<file path="config.mk">
export PLATFORM = sky130hd
export DESIGN_NAME = branch_resolve
export DESIGN_NICKNAME = d
export VERILOG_FILES = /design/src/rtl/branch_resolve_pkg.sv /design/src/rtl/branch_resolve_bitmux.sv /design/src/rtl/branch_resolve.sv
export SDC_FILE = /design/constraint.sdc
export NUM_CORES = 1
export LEC_CHECK = 0
export BUFFER_PORTS_ARGS = -buffer_cell sky130_fd_sc_hd__buf_2
export CORE_UTILIZATION = 40
export DETAILED_ROUTE_END_ITERATION = 10
export GPL_ROUTABILITY_DRIVEN = 1
export PLACE_DENSITY = 0.8
export SYNTH_ARGS = -nofsm -noshare
export SYNTH_HDL_FRONTEND = slang
export SYNTH_SLANG_ARGS = --single-unit
export TNS_END_PERCENT = 100
</file>
<file path="constraint.sdc">
create_clock -name clk -period 1.67 [get_ports clk]
set_input_delay 0.0835 -clock clk [delete_from_list [all_inputs] [get_ports clk]]
set_output_delay 0.0835 -clock clk [all_outputs]
set_load 0.005 [all_outputs]
</file>
<file path="src/rtl/branch_resolve_pkg.sv">
// Shared types and constants for the branch/jump resolution stage:
// FSM state encoding, branch funct3 encodings, comparator-flag indices.
package branch_resolve_pkg;

  typedef enum logic [1:0] {
    IDLE     = 2'd0,
    EVAL     = 2'd1,
    REDIRECT = 2'd2,
    FLUSH    = 2'd3
  } state_e;

  localparam logic [2:0] BEQ  = 3'b000;
  localparam logic [2:0] BNE  = 3'b001;
  localparam logic [2:0] BLT  = 3'b100;
  localparam logic [2:0] BGE  = 3'b101;
  localparam logic [2:0] BLTU = 3'b110;
  localparam logic [2:0] BGEU = 3'b111;

  localparam int FLAG_ZERO = 0;
  localparam int FLAG_LT   = 1;
  localparam int FLAG_LTU  = 2;
  localparam int FLAG_N    = 3;

  // Wide enough for the largest legal FLUSH_CYCLES (15).
  localparam int FLUSH_CNT_W = 4;

  // funct3[2:1] picks the comparison, funct3[0] inverts it.
  function automatic logic [1:0] flag_sel(input logic [2:0] funct3);
    case (funct3[2:1])
      2'b10:   return 2'(FLAG_LT);
      2'b11:   return 2'(FLAG_LTU);
      default: return 2'(FLAG_ZERO);
    endcase
  endfunction

  function automatic logic funct3_legal(input logic [2:0] funct3);
    return funct3[2:1] != 2'b01;
  endfunction

endpackage

</file>
<file path="src/rtl/branch_resolve_bitmux.sv">
// Generic N-input single-bit multiplexer; out-of-range selects yield 0.
module bitmux #(
  parameter  int N     = 3,
  localparam int SEL_W = (N > 1) ? $clog2(N) : 1
) (
  input  logic [N-1:0]     in_bits,
  input  logic [SEL_W-1:0] sel,
  output logic             out_bit
);

  // NOTE: assigning a default first in always_comb guarantees no latch is inferred.
  always_comb begin
    out_bit = 1'b0;
    for (int i = 0; i < N; i++) begin
      if (sel == SEL_W'(i)) out_bit = in_bits[i];
    end
  end

endmodule

</file>
<file path="src/rtl/branch_resolve.sv">
// Branch/jump resolution stage: captures one control-transfer instruction,
// decides taken/not-taken, issues a PC redirect, then holds flush for a fixed width.
module branch_resolve
  import branch_resolve_pkg::*;
#(
  parameter int XLEN         = 32,
  parameter int FLUSH_CYCLES = 2,
  parameter int CNT_W        = 16
) (
  input  logic            clk,
  input  logic            rst_n,
  input  logic            in_valid,
  output logic            in_ready,
  input  logic            in_branch,
  input  logic            in_jump,
  input  logic [2:0]      in_funct3,
  input  logic            in_zero,
  input  logic            in_lt,
  input  logic            in_ltu,
  input  logic [XLEN-1:0] in_target,
  output logic            redirect_valid,
  input  logic            redirect_ready,
  output logic [XLEN-1:0] redirect_pc,
  output logic            flush,
  output logic            illegal,
  output logic [CNT_W-1:0] taken_cnt,
  output logic [CNT_W-1:0] resolved_cnt
);

  localparam logic [CNT_W-1:0]       CNT_MAX    = {CNT_W{1'b1}};
  localparam logic [FLUSH_CNT_W-1:0] FLUSH_LOAD = FLUSH_CNT_W'(FLUSH_CYCLES - 1);

  state_e                 state_q, state_d;
  logic                   branch_q, branch_d;
  logic                   jump_q, jump_d;
  logic [2:0]             funct3_q, funct3_d;
  logic [FLAG_N-1:0]      flags_q, flags_d;
  logic [XLEN-1:0]        target_q, target_d;
  logic [FLUSH_CNT_W-1:0] fcnt_q, fcnt_d;
  logic [CNT_W-1:0]       taken_cnt_q, taken_cnt_d;
  logic [CNT_W-1:0]       resolved_cnt_q, resolved_cnt_d;

  logic [1:0] sel;
  logic       flag_bit;
  logic       legal;
  logic       taken;
  logic       counted;

  assign sel     = flag_sel(funct3_q);
  assign legal   = funct3_legal(funct3_q);
  assign taken   = jump_q | (branch_q & legal & (flag_bit ^ funct3_q[0]));
  assign counted = branch_q | jump_q;

  bitmux #(.N(FLAG_N)) u_flag_mux (
    .in_bits (flags_q),
    .sel     (sel),
    .out_bit (flag_bit)
  );

  always_comb begin
    state_d        = state_q;
    branch_d       = branch_q;
    jump_d         = jump_q;
    funct3_d       = funct3_q;
    flags_d        = flags_q;
    target_d       = target_q;
    fcnt_d         = fcnt_q;
    taken_cnt_d    = taken_cnt_q;
    resolved_cnt_d = resolved_cnt_q;

    case (state_q)
      IDLE: begin
        if (in_valid) begin
          branch_d = in_branch;
          jump_d   = in_jump;
          funct3_d = in_funct3;
          flags_d  = {in_ltu, in_lt, in_zero};
          target_d = in_target;
          state_d  = EVAL;
        end
      end
      EVAL: begin
        if (counted && resolved_cnt_q != CNT_MAX) resolved_cnt_d = resolved_cnt_q + CNT_W'(1);
        if (taken && taken_cnt_q != CNT_MAX)      taken_cnt_d    = taken_cnt_q + CNT_W'(1);
        state_d = taken ? REDIRECT : IDLE;
      end
      REDIRECT: begin
        if (redirect_ready) begin
          fcnt_d  = FLUSH_LOAD;
          state_d = FLUSH;
        end
      end
      FLUSH: begin
        // Counter reads 0 in the last flush cycle, so width is FLUSH_LOAD+1.
        if (fcnt_q == '0) state_d = IDLE;
        else              fcnt_d  = fcnt_q - FLUSH_CNT_W'(1);
      end
      default: state_d = IDLE;
    endcase
  end

  // NOTE: sequential state uses non-blocking assignments so every flop samples pre-edge values.
  always_ff @(posedge clk or negedge rst_n) begin
    if (!rst_n) begin
      state_q        <= IDLE;
      branch_q       <= 1'b0;
      jump_q         <= 1'b0;
      funct3_q       <= 3'b000;
      flags_q        <= '0;
      target_q       <= '0;
      fcnt_q         <= '0;
      taken_cnt_q    <= '0;
      resolved_cnt_q <= '0;
    end else begin
      state_q        <= state_d;
      branch_q       <= branch_d;
      jump_q         <= jump_d;
      funct3_q       <= funct3_d;
      flags_q        <= flags_d;
      target_q       <= target_d;
      fcnt_q         <= fcnt_d;
      taken_cnt_q    <= taken_cnt_d;
      resolved_cnt_q <= resolved_cnt_d;
    end
  end

  // Outputs come only from state and captured registers.
  assign in_ready       = (state_q == IDLE);
  assign redirect_valid = (state_q == REDIRECT);
  assign flush          = (state_q == FLUSH);
  assign redirect_pc    = target_q;
  assign illegal        = (state_q == EVAL) & branch_q & ~jump_q & ~legal;
  assign taken_cnt      = taken_cnt_q;
  assign resolved_cnt   = resolved_cnt_q;

endmodule

</file>
After elaboration in Yosys (flattened, before gate mapping):

Cells that the tools add are included.

* output and inout port bits: 68
* word-level logic and storage cells: 59
* input port bits: 44
* flip-flop bits (word level): 78

* $add $sub $neg: 3
* mux-type cells: 12
* equality and inequality tests: 14
* bitwise gates (word level): 10
* reductions and logical operators: 11

Operators with widths (number)
* $add A16 B1 Y16 const B: 2
* $ne A16 B16 Y1 const B: 2
* $eq A2 B2 Y1 const B: 5
* $mux W2: 4
* $mux W4: 2
* $pmux W2 S4: 1
* $pmux W4 S2: 1
* $ne A2 B1 Y1 const B: 3
* $reduce_and A2 Y1: 3
* $reduce_and A3 Y1: 2
* $and A1 B1 Y1: 5
* $eq A2 B1 Y1 const B: 2
* $logic_not A2 Y1: 2
* $logic_not A4 Y1: 1
* $ne A2 B2 Y1 const B: 2
* $pmux W2 S2: 1
* $sub A4 B1 Y4 const B: 1
* $mux W1: 3
* $logic_and A1 B1 Y1: 2
* $not A1 Y1: 2
* $or A1 B1 Y1: 2
* $reduce_bool A2 Y1: 1
* $xor A1 B1 Y1: 1

Depth between registers and ports, before layout:

Gate-level depths: netlist of run 1.

* depth after elaboration: 11
* gate-level depth with buffers: 7
* mapped depth without buffers: 7

Hierarchy:

A second synthesis of run 1 with hierarchy kept.

* cell total of the unflattened synthesis: 265
* area, all modules: 3392.0 um^2

By module, submodules not included
* branch_resolve: sequential area each 1951.9 um^2, area each 3369.5 um^2, cells each 262, times used 1
* bitmux: sequential area each 0.0 um^2, area each 22.5 um^2, cells each 3, times used 1

Worst setup path after synthesis of run 1:

No wires, ideal clock.

* kind: reg-to-reg
* from: register resolved_cnt_q[0] (netlist: resolved_cnt[0])
* to: register resolved_cnt_q[1] (netlist: resolved_cnt[1])
* buffers on the path: 0
* cell stages (with the launch flop): 6
* setup slack: -0.157 ns
* clock period less this slack: 1.827 ns
* data required time: 1.542 ns
* arrival: 1.699 ns
* setup time: 0.128 ns
* cells stage by stage: dfrtp_1 > ha_1 > nand3_2 > or3_4 > o31ai_4 > mux2_1

* word-level cells in the longest chain between the ends: 3
* elaborated cells between the ends (all ways): 4
* classes of those cells: add/sub: 1; eq/ne: 1; reduce/logical: 2

RTL lines
* start, declared: line branch_resolve.sv:41 `logic [CNT_W-1:0] resolved_cnt_q, resolved_cnt_d;`
* start signal, assigned: line branch_resolve.sv:123 `resolved_cnt_q <= resolved_cnt_d;`
* branches (longest 3 deep; another with $add A16 B1 Y16)

Parallel ways; which one is timed is not known.
A chain may end at the register's enable or synchronous reset.

Worst setup path in the final report of run 1:

* from: register resolved_cnt_q[1] (netlist: resolved_cnt[1])
* to: register resolved_cnt_q[2] (netlist: resolved_cnt[2])

The elaborated chain is that of the path after synthesis.

==> impl_metrics.env, run 1 <==
export IMPL_status="finished with violations"
export IMPL_violations_in_the_final_reports="negative setup slack"
export IMPL_grt_pass1_vias=3025
export IMPL_synth_top_cells_by_area="dfrtp_1 (55%), mux2_2 (11%), xnor2_1 (5.9%)"
export IMPL_worst_slew_pin_transition_ps=520
export IMPL_synth_seq_area_share_pct=55.0
export IMPL_design_portCount=112
export IMPL_type_of_the_tightest_min_delay_check="input pin to flop"
export IMPL_ys_types=46
export IMPL_power_sequential_fraction_pct=37.2
export IMPL_ir_drop_uv=823
export IMPL_layout_min_cycle_time_ps=1730
export IMPL_worstSetupPathType="flop to flop"
export IMPL_numPortBuffers=111
export IMPL_drt_first_pass_iters=5
export IMPL_final_cells=601
export IMPL_clock_latency_ps=340
export IMPL_core_area_sq_um=8380
export IMPL_route_detailed_wl_per_inst_um=15.1
export IMPL_switchingPower_uw=2710
export IMPL_critical_path_startpoint_type="flop"
export IMPL_timing_final_hold_violations=0
export IMPL_rsz_0062_raised_after_global_routing="yes"
export IMPL_cellLeakagePower_uw=0.00261
export IMPL_synth_largest_area_cell="dfrtp_1"
export IMPL_initial_core_util_pct=42.3
export IMPL_detailed_placer_s_ending_hpwl_um=5910
export IMPL_synth_edf_count=0
export IMPL_final_cell_mix="buf_2 (110), dfrtp_1 (76), buf_4 (49), dlygate4sd3_1 (41), mux2_2 (33)"
export IMPL_die_area_sq_um=9250
export IMPL_fin_skew_ps=9.38
export IMPL_drive_gt1_share_pct=52.9
export IMPL_vias=2989
export IMPL_holdPathStages=3
export IMPL_cell_internal_pwr_uw=5590
export IMPL_cts_made_buffers=9
export IMPL_route_detailed_drc=0
export IMPL_sink_count=78
export IMPL_maximum_number_of_pins_on_one_net_before_global_route_repair=42
export IMPL_final_setup_worst_slack_ps=-61.6
export IMPL_pwr_share_comb_pct=42.7
export IMPL_grt_antenna_before_repair=1
export IMPL_synth_net_count=329
export IMPL_cts_root_to_sink_buffers=2
export IMPL_worst_endpoint_arrival_ps=1950
export IMPL_worst_r2r_cell_count=7
export IMPL_detail_route_wirelength_um=9090
export IMPL_max_cap_violations=0
export IMPL_mostFrequentLayoutCell="buf_2"
export IMPL_setup_tns_final_ps=-239
export IMPL_setup_viol_count_final=6
export IMPL_area_delta_synth_final_pct=55.5
export IMPL_die_width_um=96.2
export IMPL_async_flop_share_pct=100
export IMPL_ff_latch_count_synth=78
export IMPL_synthDominantCellAreaShare_pct=55.0
export IMPL_syn_cell_area_sq_um=3550
export IMPL_clock_tree_root_cell="clkbuf_8"
export IMPL_clock_power_share_pct=20.1
export IMPL_crit_path_end_kind="flop"
export IMPL_ys_warn_count=0
export IMPL_rows=33
export IMPL_num_nets_final=539
export IMPL_p_per_area_nw_per_um2=1500
export IMPL_drt_iter0_markers=50
export IMPL_grt_pass1_wl_um=14000
export IMPL_finalCritPeriodShare_pct=104
export IMPL_routabilityCongestion=0.835
export IMPL_crit_required_ps=1890
export IMPL_track_usage_pct=20.1
export IMPL_place_detailed_instances=529
export IMPL_synthFlopType="dfrtp_1"
export IMPL_synthesis_area_per_instance_sq_um=12.6
export IMPL_grt_remaining_overflow=0
export IMPL_vias_per_cell=4.97
export IMPL_max_freq_ghz=0.578
export IMPL_clk_pin_slew_ps=80
export IMPL_switching_share_pct=32.6
export IMPL_worst_slew_margin_rel_pct=65.3
export IMPL_cts_htree_levels=3
export IMPL_count_of_antenna_violating_nets_left_after_detailed_routing=0
export IMPL_post_synth_inst_count=281
export IMPL_tritoncts="done"
export IMPL_die_y_um=96.2
export IMPL_timing_critical_path_fanout_max=3
export IMPL_final_max_slew_violation_count=0
-- path summary, 6_finish.rpt --
| kind | start | end | slack [ps] |
|---|---|---|---|
| max | resolved_cnt[1] | resolved_cnt[2] | -60 |
| min | redirect_ready | fcnt_q[3] | 80 |
| max reg2reg | resolved_cnt[1] | resolved_cnt[2] | -60 |
| min reg2reg | redirect_pc[28] | redirect_pc[28] | 490 |
| max in group asynchronous | rst_n | state_q[0] | 800 |
| min in group asynchronous | rst_n | redirect_pc[12] | 270 |
-- power groups by stage --
stage | Combinational (uW) | Clock, uW | Sequential (uW)
3_5_place_dp | 2930 | 0 | 3060
3_3_place_gp | 2830 | 0 | 3010
6_report | 3540 | 1670 | 3090
2_1_floorplan | 1570 | 0 | 3080
5_1_grt | 3850 | 1780 | 3190
4_1_cts | 3110 | 1710 | 3030
-- metrics by stage --
step	cell area, sq um	hold slack (ps)	utilization, %	worst slack (ps)	total power, uW
5_1_grt	5520	87.3	65.8	-140	8820
4_1_cts	5240	62.4	62.5	-49.7	7850
2_1_floorplan	3550	-212	-	-142	4650
3_5_place_dp	4540	102	54.2	-146	5990
3_3_place_gp	4540	87.1	54.2	-55.9	5850
6_report	5520	81.6	65.8	-61.6	8300
-- what timing repair did --
item,CTS,global route
endpoints found under the setup margin,5,26
hold buffers,41,0
setup buffers,3,12
hold endpoints to repair,80,0
gates resized for setup,5,36
pin swaps,4,18
-- layer usage --
metal | track usage, % | routed length, um
met3 | 3.63 | 318
met5 | 0 | 0
met4 | 9.70 | 221
met2 | 36.1 | 4900
met1 | 22.8 | 3650
-- flip-flops by register name (all words and copies together) (netlist names), named ones only --
name and cells:
redirect_pc 32, resolved_cnt 16, taken_cnt 16, fcnt_q 4
flags_q 3, funct3_q 3, branch_q 1, jump_q 1
state_q 1
-- area by class of cell --
type / count / area [sq um]
Fill cell: 655 / 2870
Sequential cell: 78 / 1950
Multi-Input combinational cell: 187 / 1710
Timing Repair Buffer: 208 / 1460
Tap cell: 105 / 131
Clock buffer: 9 / 124
Clock inverter: 6 / 111
Inverter: 7 / 26.3
Antenna cell: 1 / 2.50
-- kinds of logic after synthesis --
logic type	after synthesis	synth area share, %
compound gates	15	3.81
xor+xnor	29	7.16
fa+ha+maj	4	1.41
buf+inv	16	2.01
flops	78	55.0
mux	45	14.4
simple gates	94	16.2
-- synth_stat cells (2+ instances only) --
cell        n
dfrtp_1    78
mux2_2     34
xnor2_1    24
nand2_1    15
nand3_1    14
nor2_1     13
nand4_1    12
mux2_1      9
inv_1       7
nor3_1      7
buf_2       6
and2_1      5
xor2_1      5
ha_1        4
o21ai_0     4
and3_1      3
nand3_2     3
nor2b_1     3
clkbuf_1    2
nand2b_1    2
nand3b_1    2
nor3_2      2
nor4_1      2
o2111ai_1   2
or2_1       2
-- worst max-delay path: stages (launching register included) --
cell and delay (ps):
dfrtp_1 370, ha_2 190, nand3_2 90, or3_4 360, o31ai_4 260, buf_4 170
nor2_2 40, xor2_1 140
(Power assumes the default switching activity.)
==> run 2: changes to the inputs <==
--- a/config.mk
+++ b/config.mk
@@ -6,10 +6,10 @@
 export NUM_CORES = 1
 export LEC_CHECK = 0
 export BUFFER_PORTS_ARGS = -buffer_cell sky130_fd_sc_hd__buf_2
-export CORE_UTILIZATION = 40
+export CORE_UTILIZATION = 46
 export DETAILED_ROUTE_END_ITERATION = 10
 export GPL_ROUTABILITY_DRIVEN = 1
-export PLACE_DENSITY = 0.8
+export PLACE_DENSITY = 0.88
 export SYNTH_ARGS = -nofsm -noshare
 export SYNTH_HDL_FRONTEND = slang
 export SYNTH_SLANG_ARGS = --single-unit
==> impl_metrics.env, run 2 (same netlist as run 1, synthesis figures left out) <==
export IMPL_status="finished with violations"
export IMPL_violations_in_the_final_reports="negative setup slack"
export IMPL_grt_pass1_wl_um=14200
export IMPL_timing_critical_path_fanout_max=5
export IMPL_cts_htree_levels=3
export IMPL_rsz_0062_raised_after_global_routing="yes"
export IMPL_ir_drop_uv=835
export IMPL_rows=31
export IMPL_grt_remaining_overflow=0
export IMPL_largest_reg_flops=32
export IMPL_final_max_slew_violation_count=0
export IMPL_final_cell_mix="buf_2 (110), dfrtp_1 (77), buf_4 (47), dlygate4sd3_1 (41), mux2_2 (34)"
export IMPL_dpl_instance_area_sq_um=4520
export IMPL_timing_rr_end="resolved_cnt[1]"
export IMPL_routabilityCongestion=0.824
export IMPL_die_area_sq_um=8070
export IMPL_top_layer="met4"
export IMPL_drive_gt1_share_pct=49.3
export IMPL_max_freq_ghz=0.572
export IMPL_route_detailed_drc=0
export IMPL_mostFrequentLayoutCell="buf_2"
export IMPL_route_detailed_wl_per_inst_um=14.7
export IMPL_grt_antenna_before_repair=0
export IMPL_tritoncts="done"
export IMPL_vias=2991
export IMPL_crit_path_end_kind="flop"
export IMPL_worstHoldEndpoint="state_q[0]"
export IMPL_final_cells=588
export IMPL_power_sequential_fraction_pct=38.9
export IMPL_final_setup_worst_slack_ps=-78.7
export IMPL_p_per_area_nw_per_um2=1490
export IMPL_worst_slew_margin_rel_pct=66.5
export IMPL_worst_slew_pin_transition_ps=502
export IMPL_finalCritPeriodShare_pct=105
export IMPL_antenna_diode_count=0
export IMPL_vias_per_cell=5.09
export IMPL_min_delay_start="redirect_ready"
export IMPL_crit_path_top_delay_cell="dfrtp_1"
export IMPL_clock_latency_ps=340
export IMPL_fillers=527
export IMPL_die_y_um=89.8
export IMPL_sink_count=78
export IMPL_cellLeakagePower_uw=0.00254
export IMPL_drt_met1_wl_um=3500
export IMPL_clock_tree_root_cell="clkbuf_8"
export IMPL_maximum_number_of_pins_on_one_net_before_global_route_repair=42
export IMPL_worst_r2r_cell_count=5
export IMPL_design_portCount=112
export IMPL_core_area_sq_um=7370
export IMPL_grt_pass1_vias=3106
export IMPL_clk_pin_slew_ps=80
export IMPL_initial_core_util_pct=48.1
export IMPL_die_width_um=89.8
export IMPL_worst_endpoint_arrival_ps=1970
export IMPL_layout_min_cycle_time_ps=1750
export IMPL_cpPeakStageDelay_ps=370
export IMPL_pwr_share_comb_pct=41.3
export IMPL_count_of_antenna_violating_nets_left_after_detailed_routing=0
export IMPL_numPortBuffers=111
export IMPL_drt_iter0_markers=117
export IMPL_holdPathStages=3
export IMPL_drt_first_pass_iters=5
export IMPL_stdcell_area_sq_um=5310
export IMPL_switchingPower_uw=2620
export IMPL_cts_made_buffers=9
export IMPL_track_usage_pct=22.0
export IMPL_switching_share_pct=33.1
export IMPL_critical_path_startpoint_type="flop"
export IMPL_num_nets_final=533
export IMPL_path_cells="ha_2, nand3_2, or3_4, o31ai_4, mux2_4"
export IMPL_area_delta_synth_final_pct=49.7
export IMPL_timing_hold_ws_ps=57.6
export IMPL_cts_root_to_sink_buffers=2
export IMPL_type_of_the_tightest_min_delay_check="input pin to flop"
export IMPL_crit_required_ps=1900
export IMPL_timing_final_hold_violations=0
export IMPL_worst_r2r_setup_slack_ps=-80
export IMPL_fin_skew_ps=10.1
export IMPL_detail_route_wirelength_um=8650
export IMPL_detailed_placer_s_ending_hpwl_um=5730
export IMPL_cell_internal_pwr_uw=5300
export IMPL_max_cap_violations=0
export IMPL_clock_power_share_pct=19.8
export IMPL_setup_viol_count_final=9
export IMPL_place_detailed_instances=524
export IMPL_routed_wl_met2_um=4580
export IMPL_regToRegStartpoint="resolved_cnt[0]"
export IMPL_met3_wirelength_um=384
export IMPL_worstSetupPathType="flop to flop"
run 2: worst max-delay path: cells and delay by family, from the launching register on:
kind | cells | cell delay, ps
AOI/OAI and AO/OA | 1 | 310
adders and majority gates | 1 | 200
DFF | 1 | 370
muxes | 1 | 330
and+or+nand+nor | 2 | 430
run 2: power groups by stage:
stage / Sequential [uW] / Clock, uW / Combinational, uW
floorplan: 3080 / 0 / 1570
global placement: 3000 / 0 / 2820
detailed placement: 3050 / 0 / 2920
CTS: 3020 / 1600 / 3050
global route: 3170 / 1690 / 3560
finish: 3080 / 1570 / 3270
run 2: how the worst max path moves through the flow:
stage | start | to | slack (ps) | depth (start not counted)
finish | resolved_cnt[0] | resolved_cnt[1] | -80 | 5
global route | resolved_cnt[0] | resolved_cnt[0] | -170 | 7
CTS | resolved_cnt[0] | resolved_cnt[1] | -40 | 5
detailed placement | resolved_cnt[1] | resolved_cnt[1] | -90 | 5
global placement | resolved_cnt[1] | resolved_cnt[1] | -60 | 5
floorplan | resolved_cnt[0] | resolved_cnt[1] | -140 | 5
run 2: metrics by stage:
step	worst slack [ps]	total power, uW	utilization, %	setup TNS [ps]
after floorplan	-142	4650	-	-403
after global placement	-58.6	5820	61.3	-58.6
after detailed placement	-93.2	5970	61.3	-174
after CTS	-43.5	7670	70.3	-43.5
after global routing	-169	8410	72.1	-1950
final	-78.7	7920	72.1	-414
run 2: area by class of cell:
cell class	count	area, sq um	area share [%]
clock inverters	5	82.6	1.55
well taps	99	124	2.33
repair buffers	202	1370	25.7
flip-flops and latches	78	1950	36.8
clock buffers	10	138	2.59
inverters	7	26.3	0.495
multi-input cells	187	1620	30.5
run 2: metal layers:
metal / track usage [%] / up-vias
met2: 40.1 / 89
met3: 4.40 / 16
met5: 0 / -
li1: - / 1404
met4: 9.29 / 0
met1: 24.9 / 1482
run 2: what timing repair did:
| item | CTS | global route |
|---|---|---|
| pin swaps | 3 | 8 |
| setup buffers | 3 | 5 |
| hold buffers | 41 | 0 |
| endpoints found under the hold margin | 78 | 0 |
| gates resized for setup | 2 | 18 |
| endpoints found under the setup margin | 7 | 24 |
==> run 3: changes to the inputs <==
--- a/config.mk
+++ b/config.mk
@@ -6,10 +6,10 @@
 export NUM_CORES = 1
 export LEC_CHECK = 0
 export BUFFER_PORTS_ARGS = -buffer_cell sky130_fd_sc_hd__buf_2
-export CORE_UTILIZATION = 46
+export CORE_UTILIZATION = 45
 export DETAILED_ROUTE_END_ITERATION = 10
 export GPL_ROUTABILITY_DRIVEN = 1
-export PLACE_DENSITY = 0.88
+export PLACE_DENSITY_LB_ADDON = 0.3
 export SYNTH_ARGS = -nofsm -noshare
 export SYNTH_HDL_FRONTEND = slang
 export SYNTH_SLANG_ARGS = --single-unit
==> impl_metrics.env, run 3 (same netlist as run 1, synthesis figures left out) <==
export IMPL_rsz_0062_raised_after_global_routing="yes"
export IMPL_num_nets_final=536
export IMPL_cts_made_buffers=9
export IMPL_track_usage_pct=21.2
export IMPL_critical_path_n_buffers_inverters=1
export IMPL_worstSetupPathType="flop to flop"
export IMPL_worst_slew_margin_rel_pct=76.1
export IMPL_tritoncts="done"
export IMPL_layout_min_cycle_time_ps=1760
export IMPL_finalCritPeriodShare_pct=105
export IMPL_cpPeakStageDelay_ps=360
export IMPL_drt_first_pass_iters=4
export IMPL_ir_drop_uv=828
export IMPL_route_detailed_wl_per_inst_um=14.0
export IMPL_setup_viol_count_final=5
export IMPL_worst_endpoint_arrival_ps=2000
export IMPL_die_area_sq_um=8240
export IMPL_fin_skew_ps=11.0
export IMPL_largest_reg_flops=32
export IMPL_drt_iter0_markers=102
export IMPL_setup_tns_final_ps=-331
export IMPL_violations_in_the_final_reports="negative setup slack"
export IMPL_status="finished with violations"
export IMPL_worst_r2r_setup_slack_ps=-90
export IMPL_design_portCount=112
export IMPL_worst_r2r_cell_count=7
export IMPL_timing_rr_end="resolved_cnt[2]"
export IMPL_area_delta_synth_final_pct=49.9
export IMPL_grt_remaining_overflow=0
export IMPL_regToRegStartpoint="resolved_cnt[0]"
export IMPL_vias_per_cell=4.88
export IMPL_initial_core_util_pct=46.1
export IMPL_routabilityCongestion=0.772
export IMPL_final_max_slew_violation_count=0
export IMPL_maximum_number_of_pins_on_one_net_before_global_route_repair=54
export IMPL_crit_end="resolved_cnt[2]"
export IMPL_drive_gt1_share_pct=50.1
export IMPL_stdcell_area_sq_um=5320
export IMPL_timing_critical_path_fanout_max=5
export IMPL_final_cell_mix="buf_2 (110), dfrtp_1 (77), buf_4 (50), dlygate4sd3_1 (41), mux2_2 (34)"
export IMPL_vias=2903
export IMPL_final_cells=595
export IMPL_count_of_antenna_violating_nets_left_after_detailed_routing=0
export IMPL_cellLeakagePower_uw=0.00253
export IMPL_numPortBuffers=111
export IMPL_clock_latency_ps=350
export IMPL_cts_htree_levels=3
export IMPL_path_cells="ha_2, nand3_2, or3_4, o31ai_4, buf_4, nor2_4, xor2_1"
export IMPL_critical_path_startpoint_type="flop"
export IMPL_worst_setup_path_startpoint="resolved_cnt[0]"
export IMPL_clock_tree_root_cell="clkbuf_8"
export IMPL_crit_path_top_delay_cell="dfrtp_1"
export IMPL_cts_root_to_sink_buffers=2
export IMPL_final_setup_worst_slack_ps=-88.5
export IMPL_detail_route_wirelength_um=8330
export IMPL_grt_pass1_wl_um=13900
export IMPL_mostFrequentLayoutCell="buf_2"
export IMPL_crit_required_ps=1910
export IMPL_route_detailed_drc=0
export IMPL_cp_top_family="simple AND/OR/NAND/NOR gates"
export IMPL_sink_count=78
export IMPL_max_freq_ghz=0.569
export IMPL_detailed_placer_s_ending_hpwl_um=5530
export IMPL_grt_pass1_vias=2979
export IMPL_type_of_the_tightest_min_delay_check="input pin to flop"
export IMPL_place_detailed_instances=527
export IMPL_clk_pin_slew_ps=80
export IMPL_antenna_diode_count=0
export IMPL_die_width_um=90.8
export IMPL_crit_path_end_kind="flop"
export IMPL_die_y_um=90.8
export IMPL_core_area_sq_um=7690
export IMPL_timing_final_hold_violations=0
export IMPL_max_cap_violations=0
export IMPL_rows=32
export IMPL_grt_antenna_before_repair=0
export IMPL_p_per_area_nw_per_um2=1440
export IMPL_cp_num_cells=7
export IMPL_dpl_instance_area_sq_um=4550
export IMPL_worst_slew_pin_transition_ps=358
[run 3: worst min path at each step]
stage,depth (start not counted),endpoint,start
after CTS,3,state_q[0],redirect_ready
after global placement,1,taken_cnt[13],rst_n
after floorplan,0,async pin,rst_n
after detailed placement,1,taken_cnt[13],rst_n
final,3,fcnt_q[2],redirect_ready
after global routing,3,fcnt_q[3],redirect_ready
[run 3: worst min-delay path, stage by stage]
cell and delay (ps):
buf_2 110, and2_1 140, nor2_1 50
[run 3: through the flow]
stage	power, uW	util [%]	setup WS [ps]	hold slack, ps
finish	7680	69.2	-88.5	68.6
global route	8210	69.2	-167	55.0
CTS	7490	67.5	-59.9	46.7
detailed placement	5990	59.2	-111	21.1
global placement	5890	59.2	-69.6	22.1
floorplan	4650	-	-142	-212
[run 3: metal layers]
| metal | up-vias | routed length, um | track usage (%) |
|---|---|---|---|
| met3 | 19 | 294 | 4.80 |
| met5 | - | 0 | 0 |
| met4 | 0 | 182 | 7.80 |
| met2 | 64 | 4350 | 36.7 |
| met1 | 1409 | 3500 | 25.7 |
| li1 | 1411 | - | - |
[run 3: what timing repair did]
item | in CTS | in global routing
hold buffers | 41 | 0
hold endpoints to repair | 65 | 0
endpoints found under the setup margin | 8 | 24
buffers inserted | 3 | 9
pin swaps | 2 | 15
cloned | 0 | 0
resized for setup | 6 | 15
[run 3: where the power goes]
part,switching (uW),total (uW),internal (uW)
registers,455,3040,2580
clock network,733,1290,557
logic,1460,3350,1890
[run 3: cell type report]
type | instances | area [sq um]
Clock buffer | 9 | 124
Timing Repair Buffer | 205 | 1410
Sequential cell | 78 | 1950
Inverter | 7 | 26.3
Fill cell | 606 | 2370
Tap cell | 102 | 128
Clock inverter | 7 | 57.6
Multi-Input combinational cell | 187 | 1620
